$ cat src/rtl/instruction_fetch.sv
// instruction_fetch: owns the PC, issues credit-limited imem fetches, buffers in-order responses for decode.
// Optional IF_MISALIGN_TRAP_EN: a misaligned redirect target stops fetching and yields one trapping NOP entry.
`ifndef DATA_WIDTH
`define DATA_WIDTH 32
`endif
`ifndef INSTR_WIDTH
`define INSTR_WIDTH 32
`endif
module instruction_fetch #(
    parameter logic [`DATA_WIDTH-1:0] RESET_PC = '0,
    parameter int FIFO_DEPTH = 2
) (
    input  logic                     clk,
    input  logic                     rstn,
    output logic                     imem_req_valid,
    input  logic                     imem_req_ready,
    output logic [`DATA_WIDTH-1:0]   imem_req_addr,
    input  logic                     imem_rsp_valid,
    input  logic [`INSTR_WIDTH-1:0]  imem_rsp_data,
    input  logic                     redirect_valid,
    input  logic [`DATA_WIDTH-1:0]   redirect_pc,
    output logic                     out_valid,
    input  logic                     out_ready,
    output logic [`INSTR_WIDTH-1:0]  out_instr,
`ifdef IF_MISALIGN_TRAP_EN
    output logic                     out_misaligned,
`endif
    output logic [`DATA_WIDTH-1:0]   out_pc
);
    localparam int CW = $clog2(FIFO_DEPTH) + 1;
    localparam int PW = (FIFO_DEPTH > 1) ? $clog2(FIFO_DEPTH) : 1;

    logic [`DATA_WIDTH-1:0] pc, resp_pc, target;
    logic [CW-1:0] outstanding, drop_cnt, count;
    logic [PW-1:0] wr_ptr, rd_ptr;
    logic [`INSTR_WIDTH-1:0] instr_mem [FIFO_DEPTH];
    logic [`DATA_WIDTH-1:0] pc_mem [FIFO_DEPTH];
    logic credit_ok, fetch_en, accept, kept, trap_push, push, pop, empty;
    logic [`INSTR_WIDTH-1:0] push_instr;

    function automatic logic [PW-1:0] nxt(input logic [PW-1:0] p);
        return (p == PW'(FIFO_DEPTH - 1)) ? '0 : p + 1'b1;
    endfunction

    assign credit_ok = ({1'b0, outstanding} + {1'b0, count}) < (CW + 1)'(FIFO_DEPTH);
    assign imem_req_valid = rstn && credit_ok && fetch_en && !redirect_valid;
    assign imem_req_addr = pc;
    assign accept = imem_req_valid && imem_req_ready;
    assign kept = imem_rsp_valid && !redirect_valid && drop_cnt == '0;
    assign push = kept || trap_push;
    assign push_instr = trap_push ? `INSTR_WIDTH'(32'h0000_0013) : imem_rsp_data;
    assign empty = count == '0;
    assign out_valid = !empty;
    assign pop = out_valid && out_ready;
    assign out_instr = empty ? '0 : instr_mem[rd_ptr];
    assign out_pc = empty ? '0 : pc_mem[rd_ptr];

`ifdef IF_MISALIGN_TRAP_EN
    logic trap, trap_pend;
    logic mis_mem [FIFO_DEPTH];
    assign target = redirect_pc;
    assign fetch_en = !trap;
    // Stale responses are already drained once nothing is outstanding.
    assign trap_push = trap_pend && outstanding == '0 && !redirect_valid;
    assign out_misaligned = !empty && mis_mem[rd_ptr];
    always_ff @(posedge clk) begin
        if (push) mis_mem[wr_ptr] <= trap_push;
    end
    always_ff @(posedge clk or negedge rstn) begin
        if (!rstn) begin
            trap <= 1'b0;
            trap_pend <= 1'b0;
        end else if (redirect_valid) begin
            trap <= |redirect_pc[1:0];
            trap_pend <= |redirect_pc[1:0];
        end else if (trap_push) begin
            trap_pend <= 1'b0;
        end
    end
`else
    assign target = redirect_pc & ~`DATA_WIDTH'(3);
    assign fetch_en = 1'b1;
    assign trap_push = 1'b0;
`endif

    always_ff @(posedge clk) begin
        if (push) begin
            instr_mem[wr_ptr] <= push_instr;
            pc_mem[wr_ptr] <= resp_pc;
        end
    end

    always_ff @(posedge clk or negedge rstn) begin
        if (!rstn) begin
            pc <= RESET_PC;
            resp_pc <= RESET_PC;
            outstanding <= '0;
            drop_cnt <= '0;
            count <= '0;
            wr_ptr <= '0;
            rd_ptr <= '0;
        end else begin
            outstanding <= outstanding + CW'(accept) - CW'(imem_rsp_valid);
            if (redirect_valid) begin
                pc <= target;
                resp_pc <= target;
                // Every request still in flight after this cycle is stale.
                drop_cnt <= outstanding - CW'(imem_rsp_valid);
                count <= '0;
                wr_ptr <= '0;
                rd_ptr <= '0;
            end else begin
                if (accept) pc <= pc + `DATA_WIDTH'(4);
                if (kept) resp_pc <= resp_pc + `DATA_WIDTH'(4);
                if (imem_rsp_valid && drop_cnt != '0) drop_cnt <= drop_cnt - 1'b1;
                if (push) wr_ptr <= nxt(wr_ptr);
                if (pop) rd_ptr <= nxt(rd_ptr);
                count <= count + CW'(push) - CW'(pop);
            end
        end
    end
endmodule

$ cat config.mk
export PLATFORM = sky130hd
export DESIGN_NAME = instruction_fetch
export DESIGN_NICKNAME = d
export VERILOG_FILES = /design/src/rtl/instruction_fetch.sv
export SDC_FILE = /design/constraint.sdc
export NUM_CORES = 1
export LEC_CHECK = 0
export BUFFER_PORTS_ARGS = -buffer_cell sky130_fd_sc_hd__buf_2
export CORE_MARGIN = 2
export CORE_UTILIZATION = 50
export CTS_CLUSTER_DIAMETER = 40
export CTS_CLUSTER_SIZE = 24
export DETAILED_ROUTE_END_ITERATION = 7
export PLACE_DENSITY = 0.69
export SLEW_MARGIN = 20
export SYNTH_ARGS = -nofsm -noshare
export SYNTH_HDL_FRONTEND = slang
export SYNTH_SLANG_ARGS = --single-unit
$ cat constraint.sdc
create_clock -name clk -period 5.8 [get_ports clk]
set_input_delay 0.58 -clock clk [delete_from_list [all_inputs] [get_ports clk]]
set_output_delay 0.58 -clock clk [all_outputs]
set_load 0.01 [all_outputs]
=== Word-level counts from Yosys, hierarchy flattened ===
Memories as Yosys holds them, arrays and structs flattened.
Index checks and enable logic that the tools add are counted.

* Memories: 2
* Output and inout bits: 98
* Bits in writable memories: 128
* Bits of input ports: 70
* Register bits after elaboration: 72
* Logic and storage cells: 54

{| class="wikitable"
|+ Memories
! name !! words !! bits a word !! read ports !! clocked after Yosys merged registers in !! write ports !! line !! RTL
|-
| instr_mem || 2 || 32 || 1 || 0 || 1 || 36 || <nowiki>logic [`INSTR_WIDTH-1:0] instr_mem [FIFO_DEPTH];</nowiki>
|-
| pc_mem || 2 || 32 || 1 || 0 || 1 || 37 || <nowiki>logic [`DATA_WIDTH-1:0] pc_mem [FIFO_DEPTH];</nowiki>
|}

* $add $sub $neg: 11
* Muxes and demuxes: 17
* Reductions and logical operators: 16
* $lt $le $gt $ge: 1

{| class="wikitable"
|+ Operator list
! operator !! count
|-
| 2-to-1 mux 32 bit || 6
|-
| adder 32 x 3 -> 32 bit (second input constant) || 2
|-
| nonzero test 2 bit || 5
|-
| 2-to-1 mux 1 bit || 8
|-
| logical AND 1 bit || 7
|-
| 2-to-1 mux 2 bit || 3
|-
| subtractor 2 x 1 -> 2 bit || 3
|-
| adder 2 x 1 -> 2 bit || 2
|-
| logical NOT 2 bit || 2
|-
| adder 2 x 2 -> 3 bit || 1
|-
| less-than comparator 3 x 2 -> 1 bit (second input constant) || 1
|-
| adder 1 bit (second input constant) || 2
|-
| logical NOT 1 bit || 2
|-
| subtractor 2 x 1 -> 2 bit (second input constant) || 1
|}

=== Longest topological paths before layout ===
* Word-level depth: 7
* Depth in mapped cells: 11
* Gate-level depth less buffers: 10

=== Worst setup path before layout ===
Ideal clock, no wire load.

* Path kind: input -> register
* From: input port redirect_valid
* To: memory instr_mem[0][0] in the netlist's numbering (enable)
* Setup time: 0.482 ns
* Arrival time: 3.876 ns
* Path buffers: 2
* Required time: 5.318 ns
* Cell stages on the path: 5
* Path slack: 1.442 ns
* Cells stage by stage: buf_1 > inv_2 > clkbuf_1 > nand2_1 > nor2_1

* Cells in the longest elaborated chain, start to end: 5

{| class="wikitable"
|+ RTL lines
! element !! line !! RTL
|-
| start: declaration || 20 || <nowiki>input logic redirect_valid,</nowiki>
|-
| logical NOT 1 bit || 49 || <nowiki>assign kept = imem_rsp_valid && !redirect_valid && drop_cnt == '0;</nowiki>
|-
| logical AND 1 bit (2 in a row) || 49 ||
|-
| 2-to-1 mux 1 bit || 87 || <nowiki>if (push) begin</nowiki>
|-
| 2-to-1 mux 1 bit (not written as such) || 88 || <nowiki>instr_mem[wr_ptr] <= push_instr;</nowiki>
|-
| end: declaration || 36 ||
|}

Every way passes these cells.

=== Worst setup path after layout ===
* From: register count[0]
* To: register pc[30], in the netlist imem_req_addr[30]

* Cells in the longest elaborated chain, start to end: 6

{| class="wikitable"
|+ RTL lines
! element !! line !! RTL
|-
| start: declaration || 34 || <nowiki>logic [CW-1:0] outstanding, drop_cnt, count;</nowiki>
|-
| start signal: assignment || 118 || <nowiki>count <= count + CW'(push) - CW'(pop);</nowiki>
|-
| adder 2 x 2 -> 3 bit || 45 || <nowiki>assign credit_ok = ({1'b0, outstanding} + {1'b0, count}) < (CW + 1)'(FIFO_DEPTH);</nowiki>
|-
| less-than comparator 3 x 2 -> 1 bit || 45 ||
|-
| logical AND 1 bit (2 in a row) || 46 || <nowiki>assign imem_req_valid = rstn && credit_ok && fetch_en && !redirect_valid;</nowiki>
|-
| logical AND 1 bit || 48 || <nowiki>assign accept = imem_req_valid && imem_req_ready;</nowiki>
|-
| nonzero test 2 bit (no source line) || - ||
|-
| end signal: assignment || 105 || <nowiki>pc <= target;</nowiki>
|-
| end signal: assignment || 113 || <nowiki>if (accept) pc <= pc + `DATA_WIDTH'(4);</nowiki>
|-
| end: declaration || 33 || <nowiki>logic [`DATA_WIDTH-1:0] pc, resp_pc, target;</nowiki>
|}

Every way passes these cells.
A chain may end at the register's enable or synchronous reset.

==> results.py <==
metrics = {
    "run_status": {
        "outcome": "finished, final reports clean",
    },
    "critical_path": {
        "crit_path_end_kind": "flop",
        "cpMaxStageDelayCell": "or3_4",
        "cp_cell_sequence": "and2_1 > fa_1 > nand4bb_1 > or3_4 > or4b_1 > o211ai_1 > o311ai_1",
        "r2r_cells": 7,
        "path_class": "reg2reg",
        "crit_buf_inv": 0,
        "worstReg2RegStart": "count[0]",
        "cp.arrival_ns": 3.37,
        "critPathLaunchType": "flop",
        "slowest_delay_ns": 0.51,
        "required_ns": 6.09,
        "crit_family": "simple AND/OR/NAND/NOR gates",
        "cp_max_fo": 8,
        "r2r_end": "imem_req_addr[30]",
        "reg2reg_slack_ns": 2.72,
    },
    "timing": {
        "tightest_slew_ns": 1.11,
        "drv_slew": 0,
        "rsz0062_at_grt": "false",
        "post-route-min-period_ns": 3.08,
        "max_freq_mhz": 325,
        "setup_viol_count_final": 0,
        "slew_headroom": 0.257,
        "tns_ns": 0,
        "skew_ns": 0.0125,
        "min_period_over_period": 0.531,
        "hold_viol": 0,
    },
    "logic_synthesis": {
        "yosysTopAreaCellShare": 0.435,
        "netlist_instances": 658,
        "synth.avg_cell_area_um2": 13.0,
        "synth_area_leaders": "edfxtp_1 43%, dfrtp_1 20%, mux2i_1 7.4%, nor2_1 3.6%, xor2_1 2.9%",
        "synth_ff_type": "edfxtp_1",
        "syn_area_mm2": 0.00856,
        "yosys.cell_types.count": 55,
        "yosys.cell_count.top_type": "edfxtp_1",
        "ys_seq_area_frac": 0.634,
        "yosys-top-cells-count": "124 x edfxtp_1, 82 x nor2_1, 68 x dfrtp_1",
        "synth-seq-cells": 192,
        "synthArstFlopShare": 0.354,
        "yosys_warnings": 0,
        "synth_edf_count": 124,
        "synth_top_area_cell": "edfxtp_1",
    },
    "drt": {
        "routed.top_layer": "met4",
        "vias": 5706,
        "wire_per_inst_um": 17.0,
        "drcViolationCount": 0,
        "met2_wirelength_um": 7990,
        "via_per_inst": 5.44,
        "drt_pass1_iterations": 5,
        "met1_length_um": 8410,
        "routed_wl_um": 17800,
        "drtIter0Drc": 334,
        "wl_met3_um": 1200,
        "antenna_left": 0,
    },
    "placement": {
        "place_inst": 1015,
        "gp_congestion": 0.948,
        "portBuffers": 161,
        "hpwl_um": 12100,
    },
    "grt": {
        "gr-usage-all-layers": 0.205,
        "antenna_found_initial": 0,
        "grt_pass1_vias": 5623,
        "overflow": 0,
        "grt_pass1_wl_um": 28900,
        "grt_max_degree": 65,
    },
    "floorplanning": {
        "core_area_mm2": 0.0166,
        "io_pins": 168,
        "die_w_um": 135,
        "fp.dieArea_mm2": 0.0182,
        "die_height_um": 135,
        "num_rows": 47,
        "initial_core_util": 0.514,
    },
    "pwr": {
        "p_per_area_mw_per_mm2": 400,
        "cellLeakagePower_nw": 3.99,
        "vdd_drop_max_uv": 196,
    },
    "job": {
        "maxCapViolCount": 0,
    },
    "hold_path": {
        "min_delay_path_depth": 1,
        "hp-start": "imem_rsp_data[3]",
        "min_to": "instr_mem[1][3]",
        "hp-class": "in2reg",
    },
    "clocking": {
        "cts_root_buffer": "clkbuf_16",
        "cts.sinks": 192,
        "clock_path_buffers": 2,
        "post-cts-setup-buffers": 0,
        "cts_made_buffers": 17,
        "htreeDepth": 4,
        "cts.repair.resized": 0,
        "clkTransAtPathRegs_ns": 0.07,
        "cts_tree": "yes",
        "clk_latency_ns": 0.43,
    },
    "final_layout": {
        "instances_no_fill": 1048,
        "diodes": 0,
        "final_net_count": 894,
        "drive_above_1_share": 0.284,
        "area_growth_pct": 19.0,
    },
}
-- sequential cells by signal, indices dropped and copies added, names as in the netlist --
| name | cells |
|---|---|
| outstanding | 2 |
| imem_req_addr | 30 |
| instr_mem | 64 |
| rd_ptr | 1 |
| wr_ptr | 1 |
| resp_pc | 30 |
| pc_mem | 60 |
| count | 2 |
| drop_cnt | 2 |
-- area by class of cell --
cell class | count | area, um^2
multi-input cells | 423 | 2970
fillers | 1328 | 6460
clock inverters | 12 | 158
flip-flops and latches | 192 | 5430
well taps | 220 | 275
inverters | 12 | 45.0
repair buffers | 169 | 868
clock buffers | 20 | 437
-- cells by family (layout without fill, tap and decap cells) --
kind of cell | after synthesis | count (layout) | synth area share
AO/OA/AOI/OAI | 63 | 63 | 0.0492
XOR/XNOR | 48 | 48 | 0.0491
adder cells (fa/ha/maj) | 9 | 9 | 0.0140
buffers and inverters | 46 | 213 | 0.0222
flip-flops | 192 | 192 | 0.634
multiplexers | 83 | 83 | 0.100
other | 1 | 4 | 0.000438
AND/OR/NAND/NOR | 216 | 216 | 0.131
-- repair_timing --
item | 4_1_cts | 5_1_grt
endpoints found under the setup margin | 0 | 0
endpoints found under the hold margin | 5 | 0
hold buffers | 1 | 0
-- worst reg2reg max path, stage by stage, from the launching register on --
cell	delay (ns)
dfrtp_1	0.42
and2_1	0.17
fa_1	0.50
nand4bb_1	0.50
or3_4	0.51
or4b_1	0.50
o211ai_1	0.20
o311ai_1	0.14
-- power by group --
| part | switching (mW) | internal (mW) | total, mW |
|---|---|---|---|
| Combinational | 0.629 | 0.489 | 1.12 |
| Clock | 0.485 | 0.681 | 1.17 |
| Sequential | 0.194 | 1.59 | 1.79 |
-- cell usage in the layout (no fill, tap or decap), types with 10 or more instances in the layout --
cell	count
and3_1	10
buf_2	161
clkbuf_16	17
dfrtp_1	67
edfxtp_1	124
inv_1	10
mux2_2	20
mux2i_1	63
nand2_1	38
nand3_1	23
nand4_1	22
nor2_1	80
o21ai_0	17
xnor2_1	20
xor2_1	28
-- worst max path at each step --
stage,startpoint,endpoint,slack [ns],cells after the start
finish,count[0],imem_req_addr[30],2.72,7
global route,rstn,imem_req_addr[31],2.57,8
CTS,count[0],imem_req_addr[30],2.71,7
detailed placement,redirect_valid,instr_mem[1][22],2.30,5
global placement,redirect_valid,instr_mem[1][22],2.34,5
floorplan,redirect_valid,instr_mem[0][0],1.44,5
-- layer usage --
layer  up-vias  GRT usage
li1       2711          -
met1      2771      0.302
met2       204      0.308
met3        20     0.0447
met4         0     0.0591
met5         -          0
-- stage by stage --
stage	worst slack (ns)	hold WS (ns)	cell area, um^2	utilization	total power, mW
final	2.72	0.342	10200	0.612	4.07
after global routing	2.57	0.319	10200	0.612	4.30
after CTS	2.71	0.324	10200	0.612	4.12
after detailed placement	2.30	0.429	9580	0.576	2.95
after global placement	2.34	0.420	9580	0.576	2.91
after floorplan	1.44	0.284	8570	-	2.49
(Power assumes the default switching activity.)
